`config.mk`:
```
export PLATFORM = sky130hd
export DESIGN_NAME = wb_arbiter2
export DESIGN_NICKNAME = d
export VERILOG_FILES = /design/src/rtl/wb_arbiter2.sv
export SDC_FILE = /design/constraint.sdc
export NUM_CORES = 1
export LEC_CHECK = 0
export ABC_CLOCK_PERIOD_IN_PS = 1720
export CORE_AREA = 2 2 92 94
export CTS_CLUSTER_SIZE = 20
export DETAILED_ROUTE_END_ITERATION = 8
export DIE_AREA = 0 0 94 96
export GPL_ROUTABILITY_DRIVEN = 0
export HOLD_SLACK_MARGIN = 0.15
export PLACE_DENSITY = 0.76
export RECOVER_POWER = 100
export SLEW_MARGIN = 20
export SYNTH_ARGS = -nofsm -noshare
export SYNTH_HDL_FRONTEND = slang
export SYNTH_SLANG_ARGS = --single-unit
```
`constraint.sdc`:
```
create_clock -name clk -period 1.72 [get_ports clk]
set_clock_uncertainty 0.15 [all_clocks]
set_input_delay 0.258 -clock clk [delete_from_list [all_inputs] [get_ports clk]]
set_output_delay 0.258 -clock clk [all_outputs]
set_load 0.02 [all_outputs]
```
`src/rtl/wb_arbiter2.sv`:
```
// -----------------------------------------------------------------------------
// wb_arbiter2
// Two-master, one-slave Wishbone-style arbiter with round-robin grant and a
// per-transfer ack timeout.
//
// The grant (IDLE / OWN0 / OWN1) is registered. While a master owns the slave,
// its cycle, strobe, write enable, width, address and write data reach the
// slave combinationally, and the slave's stall and ack come straight back.
// This lets a zero-latency slave complete one transfer per clock.
//
// Ports
//   clk, rst_n                      clock, asynchronous active-low reset
//   i_mN_cyc / stb / we             master N cycle, strobe, write enable
//   i_mN_width                      master N size: 00 byte, 01 half, 1x word
//   i_mN_addr, i_mN_data            master N byte address and write data
//   o_mN_stl / ack / err            stall, ack and timeout-error pulse to N
//   o_mN_data                       read data to master N (valid with ack)
//   o_s_cyc / stb / we / width      shared-slave control
//   o_s_addr, o_s_data              shared-slave address and write data
//   i_s_stl, i_s_ack, i_s_data      shared-slave stall, ack and read data
// -----------------------------------------------------------------------------
module wb_arbiter2 #(
    parameter int ADDR_WIDTH = 6,
    parameter int TIMEOUT    = 16
) (
    input  logic                  clk,
    input  logic                  rst_n,
    input  logic                  i_m0_cyc,
    input  logic                  i_m1_cyc,
    input  logic                  i_m0_stb,
    input  logic                  i_m1_stb,
    input  logic                  i_m0_we,
    input  logic                  i_m1_we,
    input  logic [1:0]            i_m0_width,
    input  logic [1:0]            i_m1_width,
    input  logic [ADDR_WIDTH-1:0] i_m0_addr,
    input  logic [ADDR_WIDTH-1:0] i_m1_addr,
    input  logic [31:0]           i_m0_data,
    input  logic [31:0]           i_m1_data,
    output logic                  o_m0_stl,
    output logic                  o_m1_stl,
    output logic                  o_m0_ack,
    output logic                  o_m1_ack,
    output logic                  o_m0_err,
    output logic                  o_m1_err,
    output logic [31:0]           o_m0_data,
    output logic [31:0]           o_m1_data,
    output logic                  o_s_cyc,
    output logic                  o_s_stb,
    output logic                  o_s_we,
    output logic [1:0]            o_s_width,
    output logic [ADDR_WIDTH-1:0] o_s_addr,
    output logic [31:0]           o_s_data,
    input  logic                  i_s_stl,
    input  logic                  i_s_ack,
    input  logic [31:0]           i_s_data
);

    localparam int              TO_W   = $clog2(TIMEOUT + 1);
    localparam logic [TO_W-1:0] TO_MAX = TO_W'(TIMEOUT);
    localparam logic [TO_W-1:0] TO_ONE = TO_W'(1);

    typedef enum logic [1:0] {
        IDLE = 2'd0,
        OWN0 = 2'd1,
        OWN1 = 2'd2
    } state_t;

    state_t          state_r;
    logic            last_r;    // 1: m1 served last, so m0 wins the next tie
    logic [TO_W-1:0] cnt_r;     // wait cycles of the current strobe

    logic                  own_cyc_s;
    logic                  own_stb_s;
    logic                  own_we_s;
    logic [1:0]            own_width_s;
    logic [ADDR_WIDTH-1:0] own_addr_s;
    logic [31:0]           own_data_s;
    logic                  timeout_s;

    // Select the current owner's bus signals; nothing is forwarded in IDLE.
    always_comb begin
        own_cyc_s   = 1'b0;
        own_stb_s   = 1'b0;
        own_we_s    = 1'b0;
        own_width_s = 2'b00;
        own_addr_s  = {ADDR_WIDTH{1'b0}};
        own_data_s  = 32'h0000_0000;
        case (state_r)
            OWN0: begin
                own_cyc_s   = i_m0_cyc;
                own_stb_s   = i_m0_stb;
                own_we_s    = i_m0_we;
                own_width_s = i_m0_width;
                own_addr_s  = i_m0_addr;
                own_data_s  = i_m0_data;
            end
            OWN1: begin
                own_cyc_s   = i_m1_cyc;
                own_stb_s   = i_m1_stb;
                own_we_s    = i_m1_we;
                own_width_s = i_m1_width;
                own_addr_s  = i_m1_addr;
                own_data_s  = i_m1_data;
            end
            default: begin
                own_cyc_s   = 1'b0;
                own_stb_s   = 1'b0;
                own_we_s    = 1'b0;
                own_width_s = 2'b00;
                own_addr_s  = {ADDR_WIDTH{1'b0}};
                own_data_s  = 32'h0000_0000;
            end
        endcase
    end

    // An ack in the cycle the counter hits its limit beats the timeout.
    always_comb begin
        if ((state_r == OWN0 || state_r == OWN1) && own_stb_s && !i_s_ack &&
            (cnt_r == TO_MAX)) begin
            timeout_s = 1'b1;
        end else begin
            timeout_s = 1'b0;
        end
    end

    // Drive master- and slave-side outputs from the registered grant.
    always_comb begin
        o_s_cyc   = own_cyc_s;
        o_s_stb   = own_stb_s;
        o_s_we    = own_we_s;
        o_s_width = own_width_s;
        o_s_addr  = own_addr_s;
        o_s_data  = own_data_s;
        o_m0_stl  = i_m0_cyc;
        o_m1_stl  = i_m1_cyc;
        o_m0_ack  = 1'b0;
        o_m1_ack  = 1'b0;
        o_m0_err  = 1'b0;
        o_m1_err  = 1'b0;
        case (state_r)
            OWN0: begin
                o_m0_stl = i_s_stl;
                o_m0_ack = i_s_ack && !timeout_s;
                o_m0_err = timeout_s;
            end
            OWN1: begin
                o_m1_stl = i_s_stl;
                o_m1_ack = i_s_ack && !timeout_s;
                o_m1_err = timeout_s;
            end
            default: begin
                o_m0_stl = i_m0_cyc;
                o_m1_stl = i_m1_cyc;
            end
        endcase
    end

    // Read data is broadcast; masters qualify it with their own ack.
    assign o_m0_data = i_s_data;
    assign o_m1_data = i_s_data;

    // Grant state machine, round-robin flag and timeout counter.
    always_ff @(posedge clk or negedge rst_n) begin
        if (!rst_n) begin
            state_r <= IDLE;
            last_r  <= 1'b1;
            cnt_r   <= {TO_W{1'b0}};
        end else begin
            case (state_r)
                IDLE: begin
                    cnt_r <= {TO_W{1'b0}};
                    if (i_m0_cyc && i_m1_cyc) begin
                        if (last_r) begin
                            state_r <= OWN0;
                            last_r  <= 1'b0;
                        end else begin
                            state_r <= OWN1;
                            last_r  <= 1'b1;
                        end
                    end else if (i_m0_cyc) begin
                        state_r <= OWN0;
                        last_r  <= 1'b0;
                    end else if (i_m1_cyc) begin
                        state_r <= OWN1;
                        last_r  <= 1'b1;
                    end else begin
                        state_r <= IDLE;
                    end
                end
                OWN0, OWN1: begin
                    // Grant lasts for the whole cycle; only cyc drop or timeout ends it.
                    if (!own_cyc_s || timeout_s) begin
                        state_r <= IDLE;
                        cnt_r   <= {TO_W{1'b0}};
                    end else if (i_s_ack || !own_stb_s) begin
                        cnt_r <= {TO_W{1'b0}};
                    end else if (cnt_r != TO_MAX) begin
                        cnt_r <= cnt_r + TO_ONE;
                    end else begin
                        cnt_r <= cnt_r;
                    end
                end
                default: begin
                    state_r <= IDLE;
                    cnt_r   <= {TO_W{1'b0}};
                end
            endcase
        end
    end

endmodule

```
* Word level (Yosys, flattened, before mapping)
Index checks and enable logic that the tools add are counted.
Operators by class: bitwise gates (word level) 0, add/sub/neg operators 1, multipliers 0, div/mod/pow operators 0, eq/ne operators 6, muxes and demuxes 27, reduce and logical (&&, ||, !) cells 16, $lt $le $gt $ge 0, shifts and indexed selects 0
Operators with widths (number):
- $pmux 32 s2 | 1
- $mux 5 | 4
- $pmux 6 s2 | 1
- $mux 1 | 11
- $mux 2 | 5
- $pmux 2 s2 | 2
- $pmux 1 s2 | 3
- $add 5x1->5 const B | 1
- $eq 5x5->1 const B | 1
- $logic_and 1x1->1 | 5
- $ne 5x5->1 const B | 1
- $logic_not 1->1 | 4
- $ne 4x4->1 const B | 1
- $logic_or 1x1->1 | 3
- $reduce_bool 3->1 | 1
- $eq 2x1->1 const B | 1
- $eq 2x2->1 const B | 1
- $logic_not 2->1 | 1
- $ne 2x2->1 const B | 1
- $reduce_and 2->1 | 1
- $reduce_or 2->1 | 1
Storage, ports and cells: word-level logic and storage cells 53, flip-flop bits (word level) 8, memories kept 0, RAM bits 0, ROM bits 0, latch bits 0, output and inout bits 113

* Longest topological paths before layout
Gate-level depths: netlist of run 1.
word-level depth 9, depth in mapped cells 6, depth with buffers taken out 5

* Least setup slack after synthesis of run 1
Ideal clock, no wire load.
kind register to output, from register state_r[1], to output o_s_data[10], path buffers 2, arrival time 1.440 ns, stages on the path, launching flop included 7, setup slack -0.128 ns, cell sequence dfrtp_1 inv_1 ha_1 buf_6 clkbuf_1 a22oi_1 nor2b_1
On the way: longest elaborated chain between the ends 2, elaborated cells between the ends (all ways) 3, classes of those cells 2 x eq/ne; 1 x mux
RTL lines:
- start, declared | RTL line 69 | state_t state_r;
- start signal, assigned | RTL line 166 | state_r <= IDLE;
- start signal, assigned | RTL line 175 | state_r <= OWN0;
- start signal, assigned | RTL line 178 | state_r <= OWN1;
- $eq 2x2->1 or $eq 2x1->1 (tied branches) | RTL line 89 | case (state_r)
- $pmux 32 s2 (*) | RTL line 89
- end, declared | RTL line 53 | output logic [31:0] o_s_data,
Mark *: on every way between the ends. The rest lies on a longest branch, timed or not.

* Worst setup path in the final report of run 1
from register state_r[0], to output o_s_addr[0]
On the way: longest elaborated chain between the ends 2, elaborated cells between the ends (all ways) 3, classes of those cells 2 x eq/ne; 1 x mux
RTL lines:
- $eq 2x2->1 or $eq 2x1->1 (tied branches) | RTL line 89
- $pmux 6 s2 (*) | RTL line 89
- end, declared | RTL line 52 | output logic [ADDR_WIDTH-1:0] o_s_addr,
Marked as above.

==> results.yml, run 1 <==
run_status:
  outcome: "finished, violations left"
  violations: "negative setup slack"
logic_synthesis:
  yosys_warnings: 0
  ys_seq_elements: 8
  syn_area_mm2: 0.00171
  synth_cell_type_count: 28
  synth_cells: 212
  ys_seq_area_share_pct: 11.8
  syn_nets: 339
  synth_area_per_cell_um2: 8.06
setup_path:
  r2r_setup_slack_ns: -0.18
  crit_fanout: 23
  slowest_stage: "dfrtp_1"
  r2r_start: "state_r[0]"
  cp_cell_sequence: "buf_6, ha_4, buf_8, a22oi_1, nor2b_2, clkdlybuf4s15_2"
  critPathRequiredTime_ns: 1.31
  crit_buf_inv: 3
  cp-start-kind: "flip-flop"
  critPathKind: "flip-flop to primary output"
  slowest_delay_ns: 0.40
  crit_arrival_ns: 1.69
  critical-path-top-delay-family: "buffers and inverters"
  rr_worst_depth: 7
  cp-end-kind: "primary output"
  regToRegEndpoint: "state_r[1]"
clock_network:
  h-tree-depth: 1
  cts.sinks: 8
  cts_made_buffers: 3
  worst_skew_pair.late_latency_ns: 0.23
  path_clk_slew_ns: 0.04
  tritoncts: "done"
  cts_root_buf: "clkbuf_8"
  clockBufferDepth: 2
grt:
  antenna_found_initial: 0
  gr-total-overflow: 0
  grt_pass1_vias: 1774
  grt_use_total_pct: 12.9
  grt_max_degree: 24
  grt_pass1_wl_mm: 8.98
sta:
  period_needed_ns: 2.09
  finalWorstSetupSlack_ns: -0.375
  period_share_pct: 122
  setup_tns_ns: -13.81
  max_freq_ghz: 0.477
  slew_viol_final: 0
  max_slew_margin_pct: 74.8
  grt_setup_unrepaired: "true"
  hold_viol_final: 0
  tightestPinTransition_ns: 0.377
  fin_hold_ws_ns: 0.233
  setup_viol: 56
power:
  p_leak_nw: 1.28
  powerDensity_mw_per_mm2: 1540
  irDropWorstVdd_mv: 0.805
  power_mw: 5.33
route:
  wire_per_inst_um: 16.6
  vias: 1831
  drtIter0Drc: 26
  drt_wl_total_mm: 6.77
  first_pass_iters: 4
  post_drt_via_cell_ratio: 4.49
  drc_errors: 0
  ant_nets: 0
finish:
  final_layout_size_suffix_gt1_share_pct: 57.1
  final_area_mm2: 0.00347
  n_antenna_cell: 0
  syn_to_final_growth_pct: 103
  finish.utilization_pct: 43.0
  fin_nets: 431
  fillers: 801
floorplan:
  start_util_pct: 21.2
  dieArea_mm2: 0.00902
  io_pins: 235
  die_y_um: 96
  core-area_mm2: 0.00805
  die_x_um: 94
  num_rows: 33
flow_run:
  drv_cap: 0
hold_path:
  hp-class: "input pin to asynchronous set/reset pin"
placed_design:
  placed_area_mm2: 0.00289
  dp_hpwl_mm: 5.04
  portBuffers: 138
==> cell usage in the layout (no fill, tap or decap), types with 2 or more instances in the layout <==
cell / Yosys / final
a21oi_1: 2 / 2
a22oi_1: 41 / 11
a22oi_2: 0 / 30
and2_1: 5 / 3
and2_4: 0 / 2
buf_12: 0 / 5
buf_16: 0 / 2
buf_2: 5 / 4
buf_4: 65 / 19
buf_6: 1 / 32
buf_8: 0 / 2
clkbuf_8: 0 / 3
clkdlybuf4s15_2: 0 / 11
clkdlybuf4s50_1: 0 / 88
dfrtp_1: 7 / 7
ha_4: 0 / 4
inv_1: 5 / 2
inv_2: 0 / 3
mux2_2: 2 / 2
nand2_1: 3 / 3
nand3_1: 2 / 2
nand4bb_4: 2 / 2
nor2b_1: 41 / 3
nor2b_2: 0 / 32
nor2b_4: 0 / 6
nor3_2: 0 / 4
xor2_1: 2 / 2
==> sequential cells by signal (all words and copies together), names as in the netlist <==
signal   count
cnt_r        5
last_r       1
state_r      2
==> cell families (layout without fill, tap and decap cells) <==
kind of cell / Yosys count / in the layout / synth area share (%)
muxes: 4 / 4 / 2.64
xor gates and xnor gates: 3 / 3 / 1.54
buffers and inverters: 84 / 175 / 33.5
adders and majority gates: 5 / 5 / 3.66
and+or+nand+nor: 61 / 61 / 24.6
DFF: 8 / 8 / 11.8
AOI/OAI and AO/OA: 47 / 47 / 22.3
==> worst reg2reg max path: cells and delay by family, from the launching register on <==
kind	cells	cell delay (ns)
AO/OA/AOI/OAI	2	0.31
multiplexers	1	0.33
flip-flops	1	0.40
adder cells (fa/ha/maj)	1	0.18
buffers and inverters	3	0.40
==> metrics by stage <==
step / cells / worst slack, ns
after floorplan: 212 / -0.0233
after global placement: 392 / -0.733
after detailed placement: 392 / -0.727
after CTS: 404 / -0.423
after global routing: 408 / -0.440
final: 408 / -0.375
==> how the worst max path moves through the flow <==
stage                          start          end  slack [ns]  cells past startpoint
after floorplan           state_r[0]  o_s_addr[3]       -0.02                      5
after global placement      i_m0_stb     o_m1_err       -0.73                      5
after detailed placement    i_m0_stb     o_m1_err       -0.73                      5
after CTS                 state_r[0]  o_s_data[7]       -0.42                      6
after global routing      state_r[0]  o_s_addr[0]       -0.44                      6
final                     state_r[0]  o_s_addr[0]       -0.37                      6
==> synth_stat cells <==
cell type	instances	area share, %
buf_4	65	29
a22oi_1	41	18
nor2b_1	41	15
clkbuf_1	8	1.8
dfrtp_1	7	10
and2_1	5	1.8
buf_2	5	1.5
ha_1	5	3.7
inv_1	5	1.1
nor3_1	4	1.2
nand2_1	3	0.66
a21oi_1	2	0.59
mux2_1	2	1.3
mux2_2	2	1.3
nand3_1	2	0.59
nand4bb_4	2	3.2
xor2_1	2	1.0
a22o_2	1	0.59
a22oi_4	1	1.2
and2b_1	1	0.44
and4bb_2	1	0.73
buf_6	1	0.66
dfstp_2	1	1.5
nor3b_1	1	0.44
nor4b_1	1	0.51
o21ai_0	1	0.29
o311ai_4	1	1.5
xnor2_1	1	0.51
==> report_power, final <==
| group | total, mW | switching (mW) | internal [mW] |
|---|---|---|---|
| logic | 4.83 | 2.16 | 2.67 |
| clock network | 0.233 | 0.0726 | 0.160 |
| registers | 0.269 | 0.0344 | 0.234 |
==> what timing repair did <==
action,in CTS,in global routing
endpoints found under the setup margin,56,56
setup buffers,6,5
pin swaps,3,7
gates cloned,2,2
resized for setup,225,85
hold buffers,0,0
==> area by class of cell <==
type / count / area (um2) / share of cell area [%]
flip-flops and latches: 8 / 201 / 5.81
well taps: 105 / 131 / 3.79
multi-input cells: 120 / 1320 / 38.0
repair buffers: 166 / 1750 / 50.6
inverters: 5 / 18.8 / 0.542
clock buffers: 4 / 45.0 / 1.30
==> metal layers <==
layer  part of all wire [%]  vias up  global-route usage, %
met5                      0        -                      0
met1                     34      856                   12.9
met3                    8.8       19                   2.82
met4                    2.4        0                   5.31
li1                       -      855                      -
met2                     55      101                   25.4
Power figures use the tool's default switching activity.
==> run 2, diff against run 1 <==
--- a/config.mk
+++ b/config.mk
@@ -14,6 +14,7 @@
 export HOLD_SLACK_MARGIN = 0.15
 export PLACE_DENSITY = 0.76
 export RECOVER_POWER = 100
+export REMOVE_ABC_BUFFERS = 1
 export SLEW_MARGIN = 20
 export SYNTH_ARGS = -nofsm -noshare
 export SYNTH_HDL_FRONTEND = slang
==> run 2 against run 1 <==
The flow still finishes with violations (negative setup slack); maximum frequency fell by 1.3%; global-route usage increased by 9.9 points; first-iteration DRC count grew 100%; combinational power rose by 25%; clock power increased by 3%; highest routed layer unchanged.
==> results.yml, run 2 (synthesized netlist as in run 1, its figures left out) <==
sta:
  period_share_pct: 123
  tightestPinTransition_ns: 0.386
  finalWorstSetupSlack_ns: -0.402
  setup_viol: 56
  period_needed_ns: 2.12
  setup_tns_ns: -16.99
  slew_viol_final: 0
  fin_hold_ws_ns: 0.232
  hold_viol_final: 0
  max_slew_margin_pct: 74.2
  max_freq_ghz: 0.471
  grt_setup_unrepaired: "true"
floorplan:
  die_y_um: 96
  dieArea_mm2: 0.00902
  die_x_um: 94
  core-area_mm2: 0.00805
  num_rows: 33
  io_pins: 235
  start_util_pct: 21.2
grt:
  grt_use_total_pct: 22.8
  met2_usage_pct: 33.4
  grt_pass1_vias: 2165
  antenna_found_initial: 0
  gr-total-overflow: 0
  top_usage_layer: "met2"
  grtUsageMet1_pct: 24.1
  grt_max_degree: 19
  grt_pass1_wl_mm: 14.6
  use_met3_pct: 21.8
clock_network:
  tritoncts: "done"
  h-tree-depth: 1
  clockBufferDepth: 2
  cts.sinks: 8
  cts_root_buf: "clkbuf_8"
  worst_skew_pair.late_latency_ns: 0.23
  cts_made_buffers: 3
  path_clk_slew_ns: 0.04
  hold_buffers: 0
finish:
  final_area_mm2: 0.00380
  n_antenna_cell: 0
  final_common_cell: "clkdlybuf4s50_1"
  largestRegisters: "cnt_r: 5 flops, state_r: 2 flops, last_r: 1 flops"
  final_layout_size_suffix_gt1_share_pct: 55.8
  fin_nets: 447
  finish.utilization_pct: 47.1
  fillers: 747
  syn_to_final_growth_pct: 122
  largest_reg_flops: 5
  largest_register: "cnt_r"
  mostFrequentLayoutCells: "clkdlybuf4s50_1 (87), buf_4 (46), a22oi_2 (39)"
route:
  ant_nets: 0
  drt_wl_total_mm: 11.4
  post_drt_via_cell_ratio: 4.83
  drtIter0Drc: 52
  drc_errors: 0
  first_pass_iters: 4
  vias: 2047
  wire_per_inst_um: 26.8
setup_path:
  critPathKind: "flip-flop to primary output"
  crit_arrival_ns: 1.71
  crit_fanout: 7
  crit_buf_inv: 4
  cp_cell_sequence: "buf_4, ha_4, buf_12, buf_12, a22oi_1, nor2b_1, buf_4"
  critPathRequiredTime_ns: 1.31
  cp-end-kind: "primary output"
  critical-path-top-delay-family: "buffers and inverters"
  slowest_delay_ns: 0.39
  slowest_stage: "dfrtp_1"
  cp-start-kind: "flip-flop"
placed_design:
  portBuffers: 138
  dp_hpwl_mm: 7.28
  place_ws_ns: -0.660
  placed_area_mm2: 0.00282
power:
  irDropWorstVdd_mv: 0.676
  powerDensity_mw_per_mm2: 1730
  p_leak_nw: 1.48
hold_path:
  hp-class: "input pin to asynchronous set/reset pin"
run_status:
  outcome: "finished, violations left"
  violations: "negative setup slack"
flow_run:
  drv_cap: 0
-- run 2: through the flow --
| step | instances | power (mW) |
|---|---|---|
| 3_3_place_gp | 392 | 3.62 |
| 4_1_cts | 417 | 5.72 |
| 6_report | 424 | 6.57 |
| 3_5_place_dp | 392 | 3.65 |
| 2_1_floorplan | 133 | 2.02 |
| 5_1_grt | 424 | 6.92 |
-- run 2: cell type report --
| cell class | instances | area, um2 | share of cell area (%) |
|---|---|---|---|
| repair buffers | 182 | 2080 | 54.7 |
| multi-input cells | 120 | 1320 | 34.8 |
| flip-flops and latches | 8 | 201 | 5.31 |
| well taps | 105 | 131 | 3.46 |
| clock buffers | 4 | 45.0 | 1.19 |
| inverters | 5 | 18.8 | 0.494 |
-- run 2: worst paths after layout --
check	start	to	slack, ns	depth (start not counted)
max in group asynchronous	rst_n	last_r	0.88	1
min in group clk	last_r	last_r	0.34	2
worst min-delay path	rst_n	state_r[0]	0.23	1
worst max register to register	state_r[1]	state_r[1]	-0.31	8
worst min register to register	last_r	last_r	0.34	2
worst max-delay path	state_r[1]	o_s_data[31]	-0.40	7
-- run 2: per-layer routing --
layer  vias to the layer above  part of all wire [%]
met5                         -                     0
met4                         0                  0.87
met3                        10                    21
met2                       192                    43
met1                       956                    36
li1                        889                     -
-- run 2: what timing repair did --
action                     CTS  global route
setup endpoints to repair   56            56
pin swaps                   11            13
cloned                       9             6
resized for setup          254            64
buffers inserted            12             2
-- run 2: where the power goes --
group | switching, mW | total, mW | internal (mW)
sequential | 0.0385 | 0.273 | 0.234
clock | 0.0792 | 0.240 | 0.161
combinational | 2.56 | 6.06 | 3.49
total | 2.68 | 6.57 | 3.89
